[src/rtl/stream_mux_pkg.sv]
// Shared types and constants for the stream_mux packet multiplexer.
package stream_mux_pkg;

    typedef enum logic {
        ARB  = 1'b0,
        LOCK = 1'b1
    } state_e;

    localparam int MODE_SEL = 0;
    localparam int MODE_RR  = 1;

endpackage

[src/rtl/stream_mux_rr_pick.sv]
// Combinational wrap-around priority search: first valid channel at or above ptr.
module rr_pick #(
    parameter int NCH = 8,
    parameter int SW  = $clog2(NCH)
) (
    input  logic [NCH-1:0] valid,
    input  logic [SW-1:0]  ptr,
    output logic [SW-1:0]  idx,
    output logic           any
);

    // Walk offsets from farthest to nearest so the nearest valid channel wins.
    always_comb begin
        logic [SW:0] sum;
        idx = '0;
        any = 1'b0;
        sum = '0;
        for (int k = NCH - 1; k >= 0; k--) begin
            sum = {1'b0, ptr} + (SW + 1)'(k);
            if (sum >= (SW + 1)'(NCH)) sum = sum - (SW + 1)'(NCH);
            if (valid[sum[SW-1:0]]) begin
                idx = sum[SW-1:0];
                any = 1'b1;
            end
        end
    end

endmodule

[src/rtl/stream_mux.sv]
// Packet-aware N:1 stream multiplexer with a single registered output slot.
module stream_mux
    import stream_mux_pkg::*;
#(
    parameter int  NCH  = 8,
    parameter int  DW   = 8,
    parameter int  MODE = MODE_SEL,
    localparam int SW   = $clog2(NCH)
) (
    input  logic              clk,
    input  logic              rst_n,
    input  logic [NCH*DW-1:0] in_data,
    input  logic [NCH-1:0]    in_valid,
    input  logic [NCH-1:0]    in_last,
    output logic [NCH-1:0]    in_ready,
    input  logic [SW-1:0]     sel,
    output logic [DW-1:0]     out_data,
    output logic              out_last,
    output logic              out_valid,
    input  logic              out_ready,
    output logic [SW-1:0]     out_ch
);

    state_e        state_q, state_d;
    logic [SW-1:0] g, g_q, g_d;
    logic [SW-1:0] pick_idx;
    logic          pick_any;
    logic          cand, can_load, xfer_in, last_g;
    logic [DW-1:0] data_g;
    logic [DW-1:0] out_data_q;
    logic          out_last_q, out_valid_q;
    logic [SW-1:0] out_ch_q;

    generate
        if (MODE == MODE_RR) begin : gen_rr
            logic [SW-1:0] ptr_q;

            always_ff @(posedge clk or negedge rst_n) begin
                if (!rst_n)
                    ptr_q <= '0;
                else if (xfer_in && last_g)
                    ptr_q <= (g == SW'(NCH - 1)) ? '0 : g + 1'b1;
            end

            rr_pick #(.NCH(NCH), .SW(SW)) u_pick (
                .valid (in_valid),
                .ptr   (ptr_q),
                .idx   (pick_idx),
                .any   (pick_any)
            );
        end else begin : gen_sel
            assign pick_idx = '0;
            assign pick_any = 1'b0;
        end
    endgenerate

    assign can_load = !out_valid_q | out_ready;

    // In LOCK the held channel is granted even while it idles mid-packet.
    always_comb begin
        g    = g_q;
        cand = 1'b1;
        if (state_q == ARB) begin
            if (MODE == MODE_RR) begin
                g    = pick_idx;
                cand = pick_any;
            end else begin
                g    = sel;
                cand = 1'b0;
                for (int i = 0; i < NCH; i++)
                    if (sel == SW'(i)) cand = in_valid[i];
            end
        end
    end

    // An out-of-range grant matches no channel, so nothing is selected.
    always_comb begin
        data_g   = '0;
        last_g   = 1'b0;
        in_ready = '0;
        for (int i = 0; i < NCH; i++) begin
            if (g == SW'(i)) begin
                data_g      = in_data[i*DW +: DW];
                last_g      = in_last[i];
                in_ready[i] = rst_n & can_load & cand;
            end
        end
    end

    assign xfer_in = |(in_valid & in_ready);

    always_comb begin
        state_d = state_q;
        g_d     = g_q;
        case (state_q)
            ARB: begin
                if (xfer_in && !last_g) begin
                    state_d = LOCK;
                    g_d     = g;
                end
            end
            LOCK: begin
                if (xfer_in && last_g) state_d = ARB;
            end
            default: state_d = ARB;
        endcase
    end

    always_ff @(posedge clk or negedge rst_n) begin
        if (!rst_n) begin
            state_q     <= ARB;
            g_q         <= '0;
            out_data_q  <= '0;
            out_last_q  <= 1'b0;
            out_valid_q <= 1'b0;
            out_ch_q    <= '0;
        end else begin
            state_q <= state_d;
            g_q     <= g_d;
            if (xfer_in) begin
                out_data_q  <= data_g;
                out_last_q  <= last_g;
                out_ch_q    <= g;
                out_valid_q <= 1'b1;
            end else if (out_ready) begin
                out_valid_q <= 1'b0;
            end
        end
    end

    assign out_data  = out_data_q;
    assign out_last  = out_last_q;
    assign out_valid = out_valid_q;
    assign out_ch    = out_ch_q;

endmodule
[config.mk]
export PLATFORM = sky130hd
export DESIGN_NAME = stream_mux
export DESIGN_NICKNAME = d
export VERILOG_FILES = /design/src/rtl/stream_mux_pkg.sv /design/src/rtl/stream_mux_rr_pick.sv /design/src/rtl/stream_mux.sv
export SDC_FILE = /design/constraint.sdc
export NUM_CORES = 1
export LEC_CHECK = 0
export BUFFER_PORTS_ARGS = -buffer_cell sky130_fd_sc_hd__buf_2
export CORE_ASPECT_RATIO = 0.6
export CORE_UTILIZATION = 45
export CTS_CLUSTER_DIAMETER = 150
export DETAILED_ROUTE_END_ITERATION = 16
export PLACE_DENSITY = 0.85
export SETUP_SLACK_MARGIN = 0.15
export SYNTH_ARGS = -nofsm -noshare
export SYNTH_HDL_FRONTEND = slang
export SYNTH_SLANG_ARGS = --single-unit
[constraint.sdc]
create_clock -name clk -period 6.7 [get_ports clk]
set_input_delay 0.335 -clock clk [delete_from_list [all_inputs] [get_ports clk]]
set_output_delay 0.335 -clock clk [all_outputs]
set_load 0.1 [all_outputs]
==> Word-level counts from Yosys, hierarchy flattened <==
Index checks and enable logic that the tools add are counted.
{ "totals": {"register_bits": 17, "inputBits": 86, "wordCells": 73} }
{ "op_classes": {"n_eq_ne": 14, "mux": 39, "bitwise_logic": 5, "n_reduce_logical": 9} }
{ "ops": {"columns": ["cell", "count"], "rows": [
  ["$mux 8", 8],
  ["$mux 1", 29],
  ["$eq 3x3->1 const B", 8],
  ["$eq 3x2->1 const B", 4],
  ["$and 8x8->8", 1],
  ["$reduce_or 8->1", 1],
  ["$eq 3x1->1 const B", 2],
  ["$logic_not 3->1", 2],
  ["$mux 3", 1],
  ["$and 1x1->1", 2],
  ["$logic_and 1x1->1", 2],
  ["$logic_not 1->1", 2],
  ["$pmux 1 s2", 1],
  ["$reduce_and 2->1", 1],
  ["$reduce_bool 2->1", 1],
  ["$not 1->1", 1],
  ["$or 1x1->1", 1]
]} }

==> Depth between registers and ports, before layout <==
Gate-level depths: netlist of run 1.
{ "depth": {"depth_word": 17, "ltp_mapped": 8} }

==> Worst setup path before layout of run 1 <==
No wires, ideal clock.
{ "synth_path": {"path_type": "reg2out", "from": "reg out_valid_q, in the netlist out_valid", "to": "out in_ready[2]", "t_arrival_ns": 3.471, "slack_ns": 2.894, "path_stages_with_launch": 6, "cell_sequence": "dfrtp_1 inv_1 o21ai_0 a21oi_2 nand2_1 nor3_1"} }
{ "synth_via": {"elab_chain_cells": 5} }
{ "synth_rtl": {"columns": ["element", "line", "rtl"], "rows": [
  ["start: declaration", "stream_mux.sv:31", "logic out_last_q, out_valid_q;"],
  ["start signal: assignment", "stream_mux.sv:115", "out_valid_q <= 1'b0;"],
  ["start signal: assignment", "stream_mux.sv:124", "out_valid_q <= 1'b1;"],
  ["start signal: assignment", "stream_mux.sv:126", "out_valid_q <= 1'b0;"],
  ["$logic_not 1->1", "stream_mux.sv:57", "assign can_load = !out_valid_q | out_ready;"],
  ["$or 1x1->1", "stream_mux.sv:57", null],
  ["$and 1x1->1 (2 in series)", "stream_mux.sv:85", "in_ready[i] = rst_n & can_load & cand;"],
  ["$mux 1", "stream_mux.sv:82", "if (g == SW'(i)) begin"],
  ["end: declaration", "stream_mux.sv:15", "output logic [NCH-1:0] in_ready,"]
]} }
No other way between the ends.

==> out/metrics.csv, run 1 <==
stage;metric;value;unit
outcome;outcome;complete, no violations;
finish;final_nets;337;
drt;wl_met2;2.258;mm
place;hpwl;3.664;mm
worst_setup_path;worstReg2RegEnd;out_data[3]$_DFFE_PN0P_;
drt;routed-wl-met3;374;um
worst_setup_path;r2r.worst_path.cells;5;
synthesis;syn-mean-instance-area;10.80;um2
place;dp_slack;3.714;ns
worst_setup_path;worst_setup_path_start_kind;flop;
finish;utilization;64.29;%
floorplanning;dieArea;3876;um2
finish;fin_area;2162;um2
pwr;power.density;528.4;nW/um2
drt;routed.top_layer;met4;
drt;vias;1638;
sta;layout_setup_ws;3.573;ns
drt;totalWireLength;4.647;mm
sta;finalHoldViolCount;0;
place;port_buffers;106;
sta;min_period;3.127;ns
floorplanning;start_util;48.47;%
global_route;grt_pass1_wl;7.438;mm
sta;tns;0;ns
synthesis;syn_nets;237;
drt;vias_per_cell;5.553;
floorplanning;die_h;48.63;um
worst_setup_path;r2r_setup_slack;3.70;ns
drt;post_drt_wl_per_cell;15.75;um
hold_path;hp-class;input port to async pin;
job;cap_violations;0;
clock_network;cts_resized;0;
worst_setup_path;cp.required;6.36;ns
clock_network;clk_latency;0.25;ns
worst_setup_path;critPathMaxFanout;23;
synthesis;ys.flop_type;dfrtp_1;
finish;drive_gt1_share;58.00;%
sta;max_freq;0.3198;GHz
sta;slew_headroom;35.11;%
place;place.gp.congestion;0.9289;
clock_network;cts.sinks;17;
finish;fin_cells;295;
sta;finalCritPeriodShare;46.68;%
sta;finClkSkew;0.004240;ns
drt;wl_met1;1.961;mm
synthesis;synth-edff-count;0;
sta;tightest_slew;0.9462;ns
synthesis;synthDistinctLibCells;36;
floorplanning;dieWidth;79.71;um
clock_network;cts_root_buf;clkbuf_8;
pwr;leakagePower;1.105;nW
synthesis;yosysWarnings;0;
global_route;antenna_found_initial;0;
floorplanning;core;3363;um2
place;dpl_cell_area;2117;um2
pwr;p_total;1.142;mW
finish;mostFrequentLayoutCell;buf_2;
finish;diodes;0;
clock_network;cts_max_path_buffers;2;
clock_network;cts_buffers;3;
clock_network;tritoncts;done;
clock_network;hold_buffers;0;
worst_setup_path;end_kind;primary output;
floorplanning;rows;16;
clock_network;cts.clk_slew.worst_paths;0.07;ns
global_route;overflow;0;
global_route;grt_pass1_vias;1584;
drt;antenna_left;0;
global_route;grt.total_usage;25.31;%
clock_network;cts-htree-levels;1;
drt;dr.pass1.iters;5;
synthesis;ys_seq_area_share;26.09;%
synthesis;synth_seq_cells;17;
global_route;grt_max_degree;25;
worst_setup_path;crit_arrival;2.79;ns
place;dp.cells;291;
synthesis;syn-instance-count;151;
sta;rsz0062_at_grt;no;
clock_network;cts_setup_buffers;0;
drt;drc_errors;0;
pwr;peakVddDrop;0.0004403;V
sta;report.final.setup_viol;0;
synthesis;synthesis.area;1630;um2
drt;dr.first_iter.drc_count;117;
sta;finalMaxSlewViolations;0;
finish;final_cell_mix;106 x buf_2, 20 x nand2_1, 17 x dfrtp_1, 15 x mux2_2, 14 x mux2i_1;
finish;syn_to_final_growth;32.62;%
floorplanning;io_pins;107;
worst_setup_path;critPathKind;flop to primary output;
sta;fin_hold_ws;0.0009794;ns
synthesis;synthArstFlopShare;100.0;%
critical path: stages, from the launching register on:
cell and delay, ns:
dfrtp_1 0.66, mux2_2 0.58, nor3_1 0.65, and2_1 0.22, buf_2 0.42
worst max path at each step:
stage / startpoint / depth (start not counted) / end
after floorplan: out_valid$_DFFE_PN0P_ / 5 / in_ready[2]
after global placement: flop / 5 / out_data[3]$_DFFE_PN0P_
after detailed placement: flop / 5 / out_data[1]$_DFFE_PN0P_
after CTS: flop / 4 / in_ready[4]
after global routing: flop / 4 / in_ready[4]
final: flop / 4 / in_ready[4]
report_power, final:
| group | internal (mW) | total, mW | switching (mW) | leakage, nW |
|---|---|---|---|---|
| combinational | 0.279 | 0.866 | 0.587 | 0.877 |
| clock | 0.0422 | 0.0777 | 0.0355 | 0.0228 |
| sequential | 0.154 | 0.199 | 0.0445 | 0.205 |
layer usage:
layer / global-route usage (%) / vias up
met5: 0 / -
met4: 8.182 / 0
met3: 5.472 / 6
met2: 42.31 / 85
met1: 32.46 / 767
li1: - / 780
cells by family after synthesis:
group	after synthesis	synth area share, %
buffers and inverters	16	7.291
DFF	17	26.09
muxes	49	41.90
and+or+nand+nor	46	13.35
AOI/OAI and AO/OA	23	11.36
cell usage after synthesis (2+ instances only):
| cell type | instances | share of area (%) |
|---|---|---|
| and3_1 | 3 | 1.2 |
| and2_1 | 2 | 0.77 |
| mux2_4 | 10 | 9.2 |
| a32oi_1 | 2 | 1.1 |
| mux2i_1 | 14 | 8.6 |
| a222oi_1 | 5 | 3.1 |
| dfrtp_1 | 17 | 26 |
| a31oi_1 | 2 | 0.77 |
| mux4_2 | 7 | 9.7 |
| clkbuf_1 | 3 | 0.69 |
| mux2_2 | 15 | 10 |
| mux4_1 | 2 | 3.2 |
| o21ai_0 | 2 | 0.61 |
| a22oi_1 | 2 | 0.92 |
| nand3_1 | 2 | 0.61 |
| a21oi_1 | 3 | 0.92 |
| nand2_1 | 20 | 4.6 |
| inv_1 | 5 | 1.2 |
| nor2_1 | 9 | 2.1 |
| nor3_1 | 6 | 1.8 |
| buf_6 | 5 | 3.5 |
cell type report:
class                   count  area [um2]
clock buffers               4       45.04
well taps                  45       56.30
flip-flops and latches     17       425.4
fillers                   291        1201
multi-input cells         118        1086
repair buffers            106       530.5
inverters                   5       18.77
flip-flops by register name, indices dropped and copies added, names as in the netlist, named ones only:
name,cells
g_q,3
out_data,8
out_valid,1
out_ch,3
out_last,1
Power figures use the tool's default switching activity.
==> inputs of run 2 (changes only) <==
--- a/config.mk
+++ b/config.mk
@@ -7,10 +7,10 @@
 export LEC_CHECK = 0
 export BUFFER_PORTS_ARGS = -buffer_cell sky130_fd_sc_hd__buf_2
 export CORE_ASPECT_RATIO = 0.6
-export CORE_UTILIZATION = 45
+export CORE_UTILIZATION = 38
 export CTS_CLUSTER_DIAMETER = 150
 export DETAILED_ROUTE_END_ITERATION = 16
-export PLACE_DENSITY = 0.85
+export PLACE_DENSITY = 0.76
 export SETUP_SLACK_MARGIN = 0.15
 export SYNTH_ARGS = -nofsm -noshare
 export SYNTH_HDL_FRONTEND = slang
==> constraint.sdc (replaced) <==
create_clock -name clk -period 2.7 [get_ports clk]
set_input_delay 0.135 -clock clk [delete_from_list [all_inputs] [get_ports clk]]
set_output_delay 0.135 -clock clk [all_outputs]
set_load 0.1 [all_outputs]
==> out/metrics.csv, run 2 (synthesis results as in run 1) <==
stage;metric;value;unit
worst_setup_path;critPathMaxFanout;8;
worst_setup_path;worst_setup_path_start_kind;input port;
worst_setup_path;cp.required;2.57;ns
clock_network;tritoncts;done;
drt;totalWireLength;4.889;mm
drt;dr.pass1.iters;6;
worst_setup_path;r2r_setup_slack;0.38;ns
clock_network;cts_max_path_buffers;2;
clock_network;cts.sinks;17;
pwr;peakVddDrop;0.0005371;V
drt;dr.first_iter.drc_count;123;
global_route;grt_max_degree;25;
clock_network;cts.clk_slew.worst_paths;0.06;ns
outcome;outcome;complete, no violations;
finish;final_nets;348;
clock_network;cts_buffers;3;
global_route;grt_pass1_vias;1519;
sta;finalCritPeriodShare;88.61;%
drt;antenna_left;0;
floorplanning;rows;18;
sta;finalHoldViolCount;0;
global_route;overflow;0;
pwr;leakagePower;1.168;nW
clock_network;cts-htree-levels;1;
floorplanning;start_util;39.56;%
drt;post_drt_wl_per_cell;15.23;um
sta;tightest_slew;0.6529;ns
worst_setup_path;path_buf_inv;3;
sta;fin_hold_ws;0.07384;ns
clock_network;cts_setup_buffers;0;
finish;diodes;0;
finish;largest_register_ffs;8;
job;cap_violations;0;
drt;vias;1682;
drt;vias_per_cell;5.240;
place;port_buffers;106;
sta;report.final.setup_viol;0;
clock_network;clk_latency;0.26;ns
sta;max_freq;0.4180;GHz
place;hpwl;4.030;mm
sta;finClkSkew;0.002473;ns
sta;rsz0062_at_grt;no;
worst_setup_path;cp_slowest_cell;dlygate4sd3_1;
worst_setup_path;crit_path_max_incr_delay;0.52;ns
global_route;antenna_found_initial;0;
worst_setup_path;crit_family;buffers and inverters;
floorplanning;die_h;52.74;um
clock_network;cts_root_buf;clkbuf_8;
worst_setup_path;crit_top_cell;buf_2;
finish;fin_area;2345;um2
floorplanning;io_pins;107;
worst_setup_path;critPathKind;input port to primary output;
finish;syn_to_final_growth;43.82;%
worst_setup_path;end_kind;primary output;
sta;slew_headroom;56.01;%
place;place.gp.congestion;0.8268;
global_route;grt.total_usage;22.18;%
place;dpl_cell_area;2273;um2
floorplanning;core;4121;um2
finish;mostFrequentLayoutCell;buf_2;
finish;drive_gt1_share;61.30;%
pwr;power.density;1278;nW/um2
sta;min_period;2.393;ns
sta;layout_setup_ws;0.3075;ns
place;dp_slack;0.2289;ns
floorplanning;dieWidth;86.56;um
worst_setup_path;crit_chain;dlygate4sd3_1, buf_2, o21ai_0, a21oi_2, nand2_1, nor3_2, buf_2;
sta;finalMaxSlewViolations;0;
worst_setup_path;crit_arrival;2.26;ns
global_route;grt_pass1_wl;7.438;mm
drt;drc_errors;0;
hold_path;hp-class;input port to flop;
finish;final_cell_mix;103 x buf_2, 20 x nand2_1, 16 x dfrtp_1, 15 x mux2_2, 14 x mux2i_1;
floorplanning;dieArea;4565;um2
[run 2: cell types whose count changed in the layout (fill, tap and decap cells not counted)]
cell	before	now
nor3_2	0	4
dlygate4sd3_1	0	1
clkbuf_4	0	1
dfrtp_2	0	1
buf_12	0	3
a2111oi_4	0	1
dfrtp_1	17	16
buf_4	0	9
a2111oi_2	1	0
nor3_1	6	2
buf_2	106	103
[run 2: metrics by stage]
step | cells | utilization (%) | TNS, ns | power [mW]
after floorplan | 151 | - | -0.4301 | 2.386
after global placement | 316 | 55.16 | 0 | 2.752
after detailed placement | 316 | 55.16 | 0 | 2.787
after CTS | 321 | 56.50 | 0 | 2.992
after global routing | 321 | 56.89 | 0 | 3.157
final | 321 | 56.89 | 0 | 2.996
[run 2: path summary, 6_finish.rpt]
check                                           to                    start  cells past startpoint
max reg2reg                out_data[3]$_DFFE_PN0P_                     flop                      6
min in group asynchronous       g_q[2]$_DFFE_PN0P_                    rst_n                      3
max in group asynchronous                async pin                    rst_n                      3
min reg2reg                out_data[5]$_DFFE_PN0P_  out_data[5]$_DFFE_PN0P_                      1
min                          out_valid$_DFFE_PN0P_                out_ready                      2
max                                    in_ready[2]                    rst_n                      7
[run 2: repair_timing]
item                                    CTS  global route
hold buffers                              1             0
hold endpoints to repair                 17             0
gates resized for setup                   0             3
endpoints found under the setup margin    0             8
[run 2: area by class of cell]
class / instances / area [um2]
fill: 371 / 1777
multi-input combinational: 118 / 1119
timing repair buffer: 117 / 660.6
sequential: 17 / 426.7
tap: 60 / 75.07
clock buffer: 4 / 45.04
inverter: 5 / 18.77
[run 2: where the power goes]
part | switching (mW) | internal (mW)
sequential | 0.111 | 0.385
clock | 0.0914 | 0.105
combinational | 1.50 | 0.803
[run 2: metal layers]
| layer | vias up | part of all wire (%) | track usage [%] |
|---|---|---|---|
| met4 | 0 | 1.8 | 9.444 |
| met1 | 792 | 46 | 31.18 |
| li1 | 804 | - | - |
| met2 | 79 | 44 | 32.80 |
| met3 | 7 | 8.8 | 4.724 |
| met5 | - | 0 | 0 |
==> inputs of run 3 (changes only) <==
--- a/config.mk
+++ b/config.mk
@@ -6,11 +6,12 @@
 export NUM_CORES = 1
 export LEC_CHECK = 0
 export BUFFER_PORTS_ARGS = -buffer_cell sky130_fd_sc_hd__buf_2
-export CORE_ASPECT_RATIO = 0.6
-export CORE_UTILIZATION = 38
+export CORE_ASPECT_RATIO = 1.5
+export CORE_UTILIZATION = 43
 export CTS_CLUSTER_DIAMETER = 150
+export CTS_CLUSTER_SIZE = 12
 export DETAILED_ROUTE_END_ITERATION = 16
-export PLACE_DENSITY = 0.76
+export PLACE_DENSITY = 0.82
 export SETUP_SLACK_MARGIN = 0.15
 export SYNTH_ARGS = -nofsm -noshare
 export SYNTH_HDL_FRONTEND = slang
==> constraint.sdc (replaced) <==
create_clock -name clk -period 2.65 [get_ports clk]
set_input_delay 0.1325 -clock clk [delete_from_list [all_inputs] [get_ports clk]]
set_output_delay 0.1325 -clock clk [all_outputs]
set_load 0.1 [all_outputs]
==> out/metrics.csv, run 3 (synthesis results as in run 1) <==
stage;metric;value;unit
sta;finalMaxSlewViolations;0;
floorplanning;dieArea;4047;um2
pwr;p_sw;1.764;mW
clock_network;cts_buffers;3;
worst_setup_path;crit_chain;mux2_4, mux2i_1, o2111ai_1, a2111oi_2, mux2_2;
worst_setup_path;path_depth;5;
drt;dr.first_iter.drc_count;83;
worst_setup_path;cp.required;2.79;ns
worst_setup_path;worst_setup_path_start_kind;flop;
finish;mostFrequentLayoutCell;buf_2;
clock_network;clk_latency;0.25;ns
floorplanning;dieWidth;52.28;um
finish;final_nets;349;
pwr;leakagePower;1.176;nW
sta;max_freq;0.4222;GHz
clock_network;cts-htree-levels;1;
sta;report.final.setup_viol;0;
finish;diodes;0;
finish;multiInputGateArea;1111;um2
pwr;p_seq_share;16.1;%
worst_setup_path;r2r.worst_path.cells;5;
finish;largest_register_ffs;8;
clock_network;cts_root_buf;clkbuf_8;
sta;tightest_slew;0.4685;ns
pwr;power.density;1324;nW/um2
clock_network;cts.clk_slew.worst_paths;0.06;ns
sta;slew_headroom;67.88;%
pwr;switching_share;57.10;%
worst_setup_path;crit_path_max_incr_delay;0.60;ns
drt;dr.pass1.iters;4;
clock_network;tritoncts;done;
worst_setup_path;crit_arrival;2.51;ns
worst_setup_path;critPathMaxFanout;11;
worst_setup_path;r2r_setup_slack;0.28;ns
worst_setup_path;critPathKind;flop to flop;
global_route;grt_pass1_vias;1711;
finish;fillCellCount;314;
global_route;grt_pass1_wl;7.838;mm
worst_setup_path;crit_family;multiplexers;
floorplanning;core;3649;um2
sta;min_period;2.369;ns
floorplanning;rows;27;
finish;drive_gt1_share;61.83;%
global_route;grt.total_usage;26.27;%
global_route;overflow;0;
place;hpwl;4.035;mm
floorplanning;start_util;44.68;%
clock_network;cts.sinks;17;
pwr;peakVddDrop;0.001056;V
place;port_buffers;106;
worst_setup_path;worstReg2RegEnd;g_q[1]$_DFFE_PN0P_;
place;place.gp.congestion;0.8898;
pwr;combPwrFrac;77.7;%
worst_setup_path;cp_slowest_cell;a2111oi_2;
sta;finalCritPeriodShare;89.38;%
drt;post_drt_wl_per_cell;16.52;um
worst_setup_path;endpoint;g_q[1]$_DFFE_PN0P_;
floorplanning;die_h;77.42;um
outcome;outcome;complete, no violations;
drt;vias;1718;
pwr;internal_power;1.325;mW
finish;seq_area;426.7;um2
clock_network;cts_max_path_buffers;2;
finish;syn_to_final_growth;43.13;%
worst_setup_path;path_buf_inv;0;
drt;drc_errors;0;
sta;tns;0;ns
global_route;antenna_found_initial;0;
sta;finClkSkew;0.003085;ns
drt;antenna_left;0;
pwr;power_frac_clock;6.3;%
drt;totalWireLength;5.040;mm
floorplanning;io_pins;107;
hold_path;hp-class;input port to flop;
sta;rsz0062_at_grt;no;
pwr;p_total;3.089;mW
finish;final_cell_mix;103 x buf_2, 20 x nand2_1, 16 x dfrtp_1, 15 x mux2_2, 14 x mux2i_1;
drt;vias_per_cell;5.633;
worst_setup_path;end_kind;flop;
sta;finalHoldViolCount;0;
global_route;grt_max_degree;25;
job;cap_violations;0;
-- run 3: cell types whose count changed in the layout (fill, tap and decap cells not counted), sizes merged --
cell	delta
buf	+1
-- run 3: layer usage --
| layer | routed length (um) | share of wire, % | track usage [%] | up-vias |
|---|---|---|---|---|
| met3 | 315 | 6.3 | 2.941 | 10 |
| li1 | - | - | - | 804 |
| met4 | 124 | 2.5 | 8.684 | 0 |
| met2 | 2726 | 54 | 46.92 | 96 |
| met5 | 0 | 0 | 0 | - |
| met1 | 1873 | 37 | 31.54 | 808 |
-- run 3: worst register-to-register path, stage by stage, from the launching register on --
cell and delay [ns]:
dfrtp_2 0.46, mux2_4 0.41, mux2i_1 0.18, o2111ai_1 0.21, a2111oi_2 0.60, mux2_2 0.40
-- run 3: timing repair --
item / CTS / global route
endpoints found under the hold margin: 17 / 0
hold buffers: 1 / 0
endpoints found under the setup margin: 1 / 4
pin swaps: 0 / 0
buffers inserted: 0 / 1
resized for setup: 2 / 0
-- run 3: how the worst min path moves through the flow --
| stage | startpoint | end | slack (ns) | cells past startpoint |
|---|---|---|---|---|
| floorplan | rst_n | async pin | -0.16 | 0 |
| global placement | rst_n | out_valid$_DFFE_PN0P_ | 0.10 | 2 |
| detailed placement | rst_n | out_data[7]$_DFFE_PN0P_ | 0.11 | 2 |
| CTS | out_ready | out_valid$_DFFE_PN0P_ | 0.07 | 2 |
| global route | out_ready | out_valid$_DFFE_PN0P_ | 0.07 | 2 |
| finish | out_ready | out_valid$_DFFE_PN0P_ | 0.07 | 2 |
-- run 3: final cells by class --
cell class / instances / share of cell area, %
inverters: 5 / 0.8043
multi-input cells: 118 / 47.61
repair buffers: 118 / 29.06
clock buffers: 4 / 1.930
well taps: 43 / 2.306
flip-flops and latches: 17 / 18.28
-- run 3: per-stage QoR --
step	hold WS, ns	worst slack (ns)	instance area, um2	utilization, %	std cells
3_3_place_gp	0.1011	0.1864	2267	62.14	299
5_1_grt	0.06973	0.1598	2333	63.96	305
3_5_place_dp	0.1102	0.1581	2267	62.14	299
6_report	0.06545	0.2814	2333	63.96	305
2_1_floorplan	-0.1631	-0.1550	1650	-	151
4_1_cts	0.06575	0.2524	2328	63.82	304
-- run 3: power groups by stage --
stage	registers, mW	clock network [mW]	logic [mW]
after CTS	0.504	0.197	2.39
after global routing	0.514	0.207	2.52
after detailed placement	0.501	0	2.39
after floorplan	1.16	0	1.27
final	0.497	0.194	2.40
after global placement	0.502	0	2.35
